`src/rtl/dmem_port_arbiter.sv`:
```
// dmem_port_arbiter
// Shares one single-port, 1-cycle-latency data memory between the core
// load/store port (c_*) and an external loader/debug port (x_*). At most one
// access is granted per cycle; read data is returned the following cycle.
//
// state     | meaning
// last_x    | 1 = external port owned the most recent grant, 0 = core
// wait_cnt  | consecutive cycles the core has been stalled (saturating)
// rsp_c/x   | a read granted last cycle returns its data this cycle

module dmem_port_arbiter #(
    parameter int AW       = 32,
    parameter int DW       = 32,
    parameter int MAX_WAIT = 4
) (
    input  logic          clk,
    input  logic          rst,
    input  logic          c_req,
    input  logic          c_we,
    input  logic [AW-1:0] c_addr,
    input  logic [DW-1:0] c_wdata,
    output logic          c_gnt,
    output logic          c_stall,
    output logic          c_rvalid,
    output logic [DW-1:0] c_rdata,
    input  logic          x_req,
    input  logic          x_we,
    input  logic [AW-1:0] x_addr,
    input  logic [DW-1:0] x_wdata,
    input  logic          x_lock,
    output logic          x_gnt,
    output logic          x_rvalid,
    output logic [DW-1:0] x_rdata,
    output logic          m_en,
    output logic          m_we,
    output logic [AW-1:0] m_addr,
    output logic [DW-1:0] m_wdata,
    input  logic [DW-1:0] m_rdata
);

    localparam logic [3:0] WAIT_LIM = 4'(MAX_WAIT);

    logic       last_x, last_x_nxt;
    logic [3:0] wait_cnt, wait_cnt_nxt;
    logic       rsp_c, rsp_x, rsp_c_nxt, rsp_x_nxt;
    logic       gnt_c, gnt_x;

    // State register; last owner resets to external so the core wins the first tie.
    always_ff @(posedge clk or negedge rst) begin
        if (!rst) begin
            last_x   <= 1'b1;
            wait_cnt <= '0;
            rsp_c    <= 1'b0;
            rsp_x    <= 1'b0;
        end else begin
            last_x   <= last_x_nxt;
            wait_cnt <= wait_cnt_nxt;
            rsp_c    <= rsp_c_nxt;
            rsp_x    <= rsp_x_nxt;
        end
    end

    // Grant selection: single requester, then core starvation limit, then external lock, then round-robin.
    always_comb begin
        gnt_c = 1'b0;
        gnt_x = 1'b0;
        if (rst) begin
            if (c_req && !x_req) begin
                gnt_c = 1'b1;
            end else if (x_req && !c_req) begin
                gnt_x = 1'b1;
            end else if (c_req && x_req) begin
                if (wait_cnt == WAIT_LIM)
                    gnt_c = 1'b1;
                else if (x_lock && last_x)
                    gnt_x = 1'b1;
                else if (last_x)
                    gnt_c = 1'b1;
                else
                    gnt_x = 1'b1;
            end
        end
    end

    // Next-state: owner tracking, core wait counter and one-cycle read response flags.
    always_comb begin
        last_x_nxt = last_x;
        if (gnt_c || gnt_x)
            last_x_nxt = gnt_x;
        wait_cnt_nxt = '0;
        if (c_req && !gnt_c)
            wait_cnt_nxt = (wait_cnt == WAIT_LIM) ? wait_cnt : wait_cnt + 4'd1;
        rsp_c_nxt = gnt_c && !c_we;
        rsp_x_nxt = gnt_x && !x_we;
    end

    // Outputs: grant strobes, memory mux from the winner, read data gated during reset.
    always_comb begin
        c_gnt    = gnt_c;
        x_gnt    = gnt_x;
        c_stall  = rst && c_req && !gnt_c;
        m_en     = gnt_c || gnt_x;
        m_we     = 1'b0;
        m_addr   = '0;
        m_wdata  = '0;
        if (gnt_c) begin
            m_we    = c_we;
            m_addr  = c_addr;
            m_wdata = c_wdata;
        end else if (gnt_x) begin
            m_we    = x_we;
            m_addr  = x_addr;
            m_wdata = x_wdata;
        end
        c_rvalid = rsp_c;
        x_rvalid = rsp_x;
        c_rdata  = rst ? m_rdata : '0;
        x_rdata  = rst ? m_rdata : '0;
    end

endmodule

```
`config.mk`:
```
export PLATFORM = sky130hd
export DESIGN_NAME = dmem_port_arbiter
export DESIGN_NICKNAME = d
export VERILOG_FILES = /design/src/rtl/dmem_port_arbiter.sv
export SDC_FILE = /design/constraint.sdc
export NUM_CORES = 1
export LEC_CHECK = 0
export CAP_MARGIN = 20
export CORE_AREA = 10 10 108 110
export CTS_BUF_LIST = sky130_fd_sc_hd__clkbuf_16
export DETAILED_ROUTE_END_ITERATION = 8
export DIE_AREA = 0 0 118 120
export PLACE_DENSITY = 0.73
export SYNTH_ARGS = -nofsm -noshare
export SYNTH_HDL_FRONTEND = slang
export SYNTH_SLANG_ARGS = --single-unit
```
`constraint.sdc`:
```
create_clock -name clk -period 5.5 [get_ports clk]
set_input_delay 0.825 -clock clk [delete_from_list [all_inputs] [get_ports clk]]
set_output_delay 0.825 -clock clk [all_outputs]
set_load 0.05 [all_outputs]
```
==> results.md, run 1 <==
Run status:
- The flow ran to the end, and the final reports show no timing, DRC or antenna violations.

STA:
- The max-slew violation count was 0.
- The maximum clock frequency is 250 MHz.
- The hold violation count in the final report is 0.
- Counting I/O delays and the setup requirement, the final critical path takes 4.01 ns.
- Setup total negative slack on the finished layout was measured at 0 ns.
- Clock skew on the completed layout was measured at 0.00294 ns.
- At the pin with the least slew margin, the transition time is 0.584 ns.
- The minimum setup slack in the final design is around 1.5 ns.
- The number of failing setup endpoints in the final timing report is 0.
- Setup repair after global routing left no endpoint under its margin.
- Dividing the final minimum period by the clock period gives 72.9%.
- The remaining max-slew budget at the tightest pin is roughly 61%.

Floorplan:
- In this run the standard cell core region covers 0.00955 sq mm.
- The number of I/O pins is 302.
- The initial cell density of the core is 21.1%.
- The width of the chip is ~120 um.
- The die span in y is 120 um.
- In this run the core area contains 36 standard-cell rows.
- The die covers 0.0142 sq mm.

Synthesis:
- The synthesized netlist occupies a cell area of 0.00202 sq mm.
- Among all cell types in the netlist, the one instantiated most often is sky130_fd_sc_hd__nand2_1.
- By count the netlist is led by sky130_fd_sc_hd__nand2_1 (129), sky130_fd_sc_hd__o22ai_1 (54), sky130_fd_sc_hd__buf_4 (33), sky130_fd_sc_hd__and2_1 (32), sky130_fd_sc_hd__clkbuf_1 (24).
- The synthesized design devotes to its leading area cell type 24.0% of total area.
- Of all cell types, the one taking the most synthesized area is sky130_fd_sc_hd__nand2_1.
- Each instance of the synthesized netlist takes up on average 5.98 sq um.
- The number of nets in the synthesized netlist is 506.
- The portion of the post-synthesis area used by sequential elements is 8.75%.
- Counting flops with a built-in enable in the synthesized netlist gives 0.
- In the synthesized netlist the dominant register cell turns out to be sky130_fd_sc_hd__dfrtp_1.
- After technology mapping, the gate count stands at 337.
- Yosys mapped the design onto 31 distinct sky130hd cell types.
- In this run, synthesis produced a sequential element count of 7.
- The proportion of register bits with asynchronous set or reset after synthesis is 100%.
- Ranked by total cell area, the synthesized netlist is headed by sky130_fd_sc_hd__nand2_1 (24%), sky130_fd_sc_hd__o22ai_1 (17%), sky130_fd_sc_hd__buf_4 (12%), sky130_fd_sc_hd__and2_1 (9.9%), sky130_fd_sc_hd__dfrtp_1 (7.4%).
- The count of synthesis-stage warnings from yosys is 0.

Setup path:
- The startpoint class of the critical path is an input port.
- Of all nets on the critical path, the largest fanout is 34.
- The number of cells on the worst reg-to-reg path is 6.
- The category of the most critical setup path is input port to output port.
- The arrival time of the worst setup path is around 3.2 ns.
- STA puts the critical path data required time at roughly 4.7 ns.
- The capturing element type of the critical path is an output port.

Placement:
- In this run the tool buffered the top-level ports with 301 buffer cells.
- OpenSTA, run right after detailed placement, puts the worst setup slack at approximately 1.5 ns.
- The wire-length estimate of the detail-placed layout is 11.5 mm.
- Summing all placed instances gives a cell area of 0.00484 sq mm.
- The global placement routability congestion is 0.877.

Cells and area:
- The area added between synthesis and finish is 144%.
- The number of nets at the end of the flow is 754.
- The antenna diode count is 0.
- Summing all flip-flop and latch instances after layout gives 176 sq um.
- After routing the design area is between 0.004 and 0.005 sq mm.
- Summing all multi-input logic gate instances after layout gives 0.00142 sq mm.
- The number of inserted filler cells in the final layout is 940.
- The share of cells above drive strength 1 is 4.28%.

Job:
- The max-cap violation count is 0.

Detailed routing:
- After detailed routing, the average wire length per cell comes to 18.1 um.
- Detailed routing inserted a total of 3233 vias.
- The detail route stage leaves a number of antenna-violating nets equal to 0.
- For this run, design rule violations remaining after detail routing come to 0.
- In the routed layout, each cell is associated on average with a via count of roughly 4.5.
- The initial detailed-routing violation count is between 200 and 250.
- The number of detailed-route iterations in the first pass is 4.
- For this block, the routed nets add up to between 10 and 15 mm of wire.

Clock network:
- The maximum count of clock buffers along a single path is 2.
- The CTS root buffer is sky130_fd_sc_hd__clkbuf_16.
- The clock transition at the registers of the reported paths is 0.04 ns.
- The later pin in the worst-skew pair is clocked with a latency of 0.23 ns.
- The number of buffers inserted during clock tree synthesis is 3.
- The clock net in this run drives a total of 7 sinks.
- The number of buffers inserted to repair setup after CTS is 0.
- The H-tree depth reported by CTS is 1.
- TritonCTS built the clock tree.
- The number of hold buffers added after CTS was 0.
- The post-CTS resize count is 0.

GRT:
- The via count of the first global-routing pass is 3236.
- The first global-routing pass estimated 19.0 mm of wire.
- The largest net degree at the start of global routing is between 50 and 60.
- Global routing finished with a remaining overflow of 0.
- The total routing usage reported by global routing is 16.6%.
- The number of antenna violations at the first check in global routing was 0.

Pwr:
- The static leakage is 1.88 nW.
- In this run the power density over the cells is 168 mW/mm^2.
- The maximum resistive drop on vdd is between 0.06 and 0.07 mV.

Worst hold path:
- The class of the worst hold path is flop to flop.
- Along the worst hold path, the cell count comes to 2.
[cell type report]
| class | instances | area share [%] |
|---|---|---|
| Clock inverter | 1 | 0.0763 |
| Timing Repair Buffer | 308 | 62.3 |
| Multi-Input combinational cell | 261 | 28.8 |
| Sequential cell | 7 | 3.59 |
| Clock buffer | 3 | 1.53 |
| Tap cell | 133 | 3.38 |
| Inverter | 4 | 0.305 |
[sequential cells by signal, indices dropped and copies added (netlist names)]
| signal | count |
|---|---|
| last_x | 1 |
| x_rvalid | 1 |
| wait_cnt | 4 |
| c_rvalid | 1 |
[power breakdown]
part / total [W] / internal, W / leakage, nW / switching [W]
Combinational: 0.000640 / 0.000259 / 1.74 / 0.000380
Clock: 0.000126 / 0.0000949 / 0.0423 / 0.0000307
Sequential: 0.0000594 / 0.0000563 / 0.0919 / 0.00000310
[worst max-delay path: stages]
cell                              delay, ns
sky130_fd_sc_hd__clkdlybuf4s50_1       0.58
sky130_fd_sc_hd__inv_1                 0.15
sky130_fd_sc_hd__o31ai_4               0.27
sky130_fd_sc_hd__buf_4                 0.42
sky130_fd_sc_hd__o22ai_1               0.16
sky130_fd_sc_hd__clkdlybuf4s50_1       0.76
[cell usage in the layout (no fill, tap or decap), types with 2 or more instances in the layout]
cell	count
sky130_fd_sc_hd__a21oi_1	2
sky130_fd_sc_hd__and2_1	32
sky130_fd_sc_hd__buf_4	8
sky130_fd_sc_hd__clkbuf_16	3
sky130_fd_sc_hd__clkdlybuf4s50_1	300
sky130_fd_sc_hd__dfrtp_1	6
sky130_fd_sc_hd__ha_1	2
sky130_fd_sc_hd__inv_1	5
sky130_fd_sc_hd__mux2i_1	2
sky130_fd_sc_hd__nand2_1	129
sky130_fd_sc_hd__nand3_1	4
sky130_fd_sc_hd__nor2_1	3
sky130_fd_sc_hd__nor2b_1	3
sky130_fd_sc_hd__nor3_1	6
sky130_fd_sc_hd__o22ai_1	54
sky130_fd_sc_hd__o22ai_2	10
sky130_fd_sc_hd__xnor2_1	2
[final timing paths]
path                                   from          to  slack (ns)
min in group asynchronous               rst    x_rvalid        0.55
worst min register to register       last_x      last_x        0.51
max in group asynchronous               rst      last_x        4.19
worst max register to register  wait_cnt[0]    x_rvalid        3.72
worst min-delay path                 last_x      last_x        0.51
worst max-delay path                  x_req  m_wdata[4]        1.49
[cell families after synthesis]
kind of cell,count (synthesis),share of synthesized area [%]
simple gates,183,40.1
compound gates,72,26.4
mux,2,0.993
xor+xnor,2,0.869
flops,7,8.75
buf+inv,69,21.7
fa+ha+maj,2,1.24
[routing by layer]
layer / global-route usage [%] / vias up / share of wire (%)
met1: 17.6 / 1438 / 37
met3: 5.30 / 9 / 10
li1: - / 1601 / -
met4: 3.63 / 0 / 1.0
met5: 0 / - / 0
met2: 31.4 / 185 / 52
[stage by stage]
stage | hold slack (ns) | power [W] | instances | utilization, %
2_1_floorplan | 0.482 | 0.000446 | 337 | -
3_3_place_gp | 0.492 | 0.000697 | 713 | 50.7
3_5_place_dp | 0.498 | 0.000704 | 713 | 50.7
4_1_cts | 0.506 | 0.000831 | 717 | 51.5
5_1_grt | 0.525 | 0.000861 | 717 | 51.5
6_report | 0.506 | 0.000825 | 717 | 51.5
No activity file was read; power rests on OpenSTA's default activity.
==> run 2: changes to the inputs <==
CORE_AREA = 10 10 109 111   (was 10 10 108 110)
DIE_AREA = 0 0 119 121   (was 0 0 118 120)
PLACE_DENSITY = 0.72   (was 0.73)
clock period = 3.7 ns   (was 5.5 ns; I/O delays follow)
==> run 2 against run 1 <==
  * Register-to-register slack lost 2.0 ns
  * Cell area shrank 3.3%
  * Largest cell class unchanged
  * Critical path depth is the same
  * Highest routed layer unchanged
  * Via count is essentially flat
  * Largest power group unchanged
  * Sequential cell count is the same
==> results.md, run 2 (synthesized netlist as in run 1, its figures left out) <==
Run status:
- The run finished with clean final reports.

Setup path:
- The worst setup path is launched from an input port.
- The critical path is of the input port to output port type.
- The number of cell instances on the worst register-to-register path is 6 (unchanged).
- The required time at the endpoint of the critical path is 3.14 ns (-1.54 ns).
- The largest fanout on the critical path is 65 (+91%).
- The worst setup path is captured at an output port.
- The arrival time of the worst setup path is 2.55 ns (-0.63 ns).

STA:
- The number of failing setup endpoints in the final timing report was 0 (unchanged).
- The maximum clock skew at final layout is 0.00249 ns (-0.000450 ns).
- The minimum setup slack in the final design is 0.595 ns (-0.897 ns).
- The smallest clock period supported by the final layout is computed as 3.10 ns.
- The fraction of the cycle the final worst path needs is a little over four fifths.
- The actual transition at the worst max-transition pin is 0.730 ns (+0.146 ns).
- Based on the critical path, the design can be clocked at up to 322 MHz.
- The hold violation count in the final report is 0 (unchanged).
- Setup repair after global routing left no endpoint under its margin.
- The setup TNS was 0 ns (unchanged).
- The max-slew violation count is 0 (unchanged).
- The remaining max-slew budget at the tightest pin is 51.3% (-9.6 points).

Pwr:
- The maximum resistive drop on vdd is 0.128 mV (+91%).
- The internal power is 0.000588 W (+43%).
- The combinational share of power is 77.3% (-0.3 points).
- The static leakage was 1.98 nW (+5.5%).
- The total power after layout was 0.00120 W (+45%).
- The sequential power share is 7.4% (+0.2 points).
- The net switching power is 0.000608 W (+47%).
- The fraction of power spent switching nets is 50.8% (+0.61 points).
- The relative contribution of the clock network to total power is 15.3% (about the same).
- The power per cell area was 252 mW/mm^2 (+50%).

Clock network:
- The number of buffers inserted during clock tree synthesis was 3 (unchanged).
- The clock latency of the later-clocked register in the worst-skew pair came to 0.23 ns (about the same).
- The number of buffers inserted to repair setup after CTS came to 0 (unchanged).
- The clock transition at the registers of the reported paths came to 0.04 ns (about the same).
- The H-tree depth reported by CTS came to 1 (unchanged).
- The post-CTS resize count came to 0 (unchanged).
- The TritonCTS clock tree is built.
- The number of buffers inserted by hold repair at cts is 0 (unchanged).
- The maximum count of clock buffers along a single path is 2 (unchanged).
- The clock sink count is 7 (unchanged).
- The root buffer cell chosen for the clock tree is sky130_fd_sc_hd__clkbuf_16.

Cells and area:
- The antenna diode count came to 0 (unchanged).
- In the layout the commonest cells are sky130_fd_sc_hd__clkdlybuf4s50_1 (235), sky130_fd_sc_hd__nand2_1 (129), sky130_fd_sc_hd__buf_4 (73).
- The final instance count without filler cells was 717 (unchanged).
- The area added between synthesis and finish is 136%.
- The number of inserted filler cells in the final layout was 962 (+2.3%).
- The number of flip-flops under the largest register name was 4 (unchanged).
- The register with the most flip-flops is wait_cnt.
- The share of cells above drive strength 1 is 15.4% (+11 points).
- The number of nets at the end of the flow is 754 (unchanged).
- The most common library cell in the layout ignoring fill and taps is sky130_fd_sc_hd__clkdlybuf4s50_1.

GRT:
- The largest net degree at the start of global routing is 67 (+29%).
- The number of antenna violations at the first check in global routing is 0 (unchanged).
- The total routing usage reported by global routing is 15.8% (-0.81 points).
- The via count of the first global-routing pass is 3306 (+2.2%).
- The global-route wire length before repair is 18.9 mm (-0.40%).
- The total overflow reported by the global router is 0 (unchanged).

Detailed routing:
- The number of detailed-route iterations in the first pass is 4 (unchanged).
- The via count was 3234 (+0.031%).
- The sum of routed wire length over all layers is 12.5 mm (-4.0%).
- The number of vias per cell was 4.51 (about the same).
- The initial detailed-routing violation count is 166 (-26%).
- The routed wirelength normalized by instance count came to 17.4 um (-4.0%).
- The post-detailed-route count of antenna-violating nets is 0 (unchanged).
- The final routed DRC violation total is 0 (unchanged).

Worst hold path:
- The tightest min-delay check is of the input port to async pin type.

Placement:
- The count of buffers inserted at the top-level ports is 301 (unchanged).
- The total half-perimeter wirelength after legalization and detailed placement is 10.8 mm (-5.9%).
- The global placement routability congestion came to 0.759 (-13%).
- The pre-CTS setup slack is 0.596 ns (-0.872 ns).
- The number of cells after detailed placement is 713 (unchanged).

Job:
- The max-cap violation count is 0 (unchanged).

Floorplan:
- The width of the chip came to 119 um (+0.85%).
- The core region area is 0.00964 sq mm (+0.94%).
- The die span in y is 121 um (+0.83%).
- The row count came to 36 (unchanged).
- The initial cell density of the core is 20.9% (-0.20 points).
- The number of I/O pins is 302 (unchanged).
- The floorplan die area is 0.0144 sq mm (+1.7%).
## run 2: per-stage QoR
stage	area (sq um)	util (%)	hold WS [ns]
2_1_floorplan	2020	-	0.259
3_3_place_gp	4680	48.5	0.492
3_5_place_dp	4680	48.5	0.506
4_1_cts	4760	49.3	0.322
5_1_grt	4760	49.3	0.346
6_report	4760	49.3	0.316
## run 2: path summary, 6_finish.rpt
check	start	to	slack (ns)
setup reg to reg	wait_cnt[0]	x_rvalid	1.70
setup / recovery	c_req	m_addr[17]	0.60
hold reg to reg	last_x	last_x	0.51
min in group clk	last_x	last_x	0.51
hold / removal	rst	c_rvalid	0.32
max in group asynchronous	rst	last_x	2.79
## run 2: worst max-delay path, stage by stage
cell,delay (ns)
sky130_fd_sc_hd__clkdlybuf4s50_1,0.64
sky130_fd_sc_hd__nor2b_1,0.14
sky130_fd_sc_hd__a31oi_4,0.16
sky130_fd_sc_hd__buf_4,0.61
sky130_fd_sc_hd__o22ai_1,0.17
sky130_fd_sc_hd__buf_4,0.24
## run 2: cell type report
| cell class | count | area (sq um) | area share (%) |
|---|---|---|---|
| clock inverters | 1 | 3.75 | 0.0789 |
| flip-flops and latches | 7 | 176 | 3.71 |
| multi-input cells | 261 | 1420 | 29.8 |
| well taps | 133 | 166 | 3.50 |
| clock buffers | 3 | 75.1 | 1.58 |
| inverters | 4 | 15.0 | 0.316 |
| repair buffers | 308 | 2900 | 61.0 |
## run 2: power by group through the flow
stage,Sequential [W],Combinational (W),Clock (W)
after floorplan,0.0000917,0.000571,0
after global placement,0.0000885,0.000926,0
after detailed placement,0.0000888,0.000932,0
after CTS,0.0000879,0.000935,0.000188
after global routing,0.0000885,0.000977,0.000197
final,0.0000880,0.000925,0.000183
## run 2: routing by layer
layer  GRT usage [%]  wire length, um
met3            6.51             1410
met5               0                0
met2            29.0             6280
met4            1.83               50
met1            17.0             4730
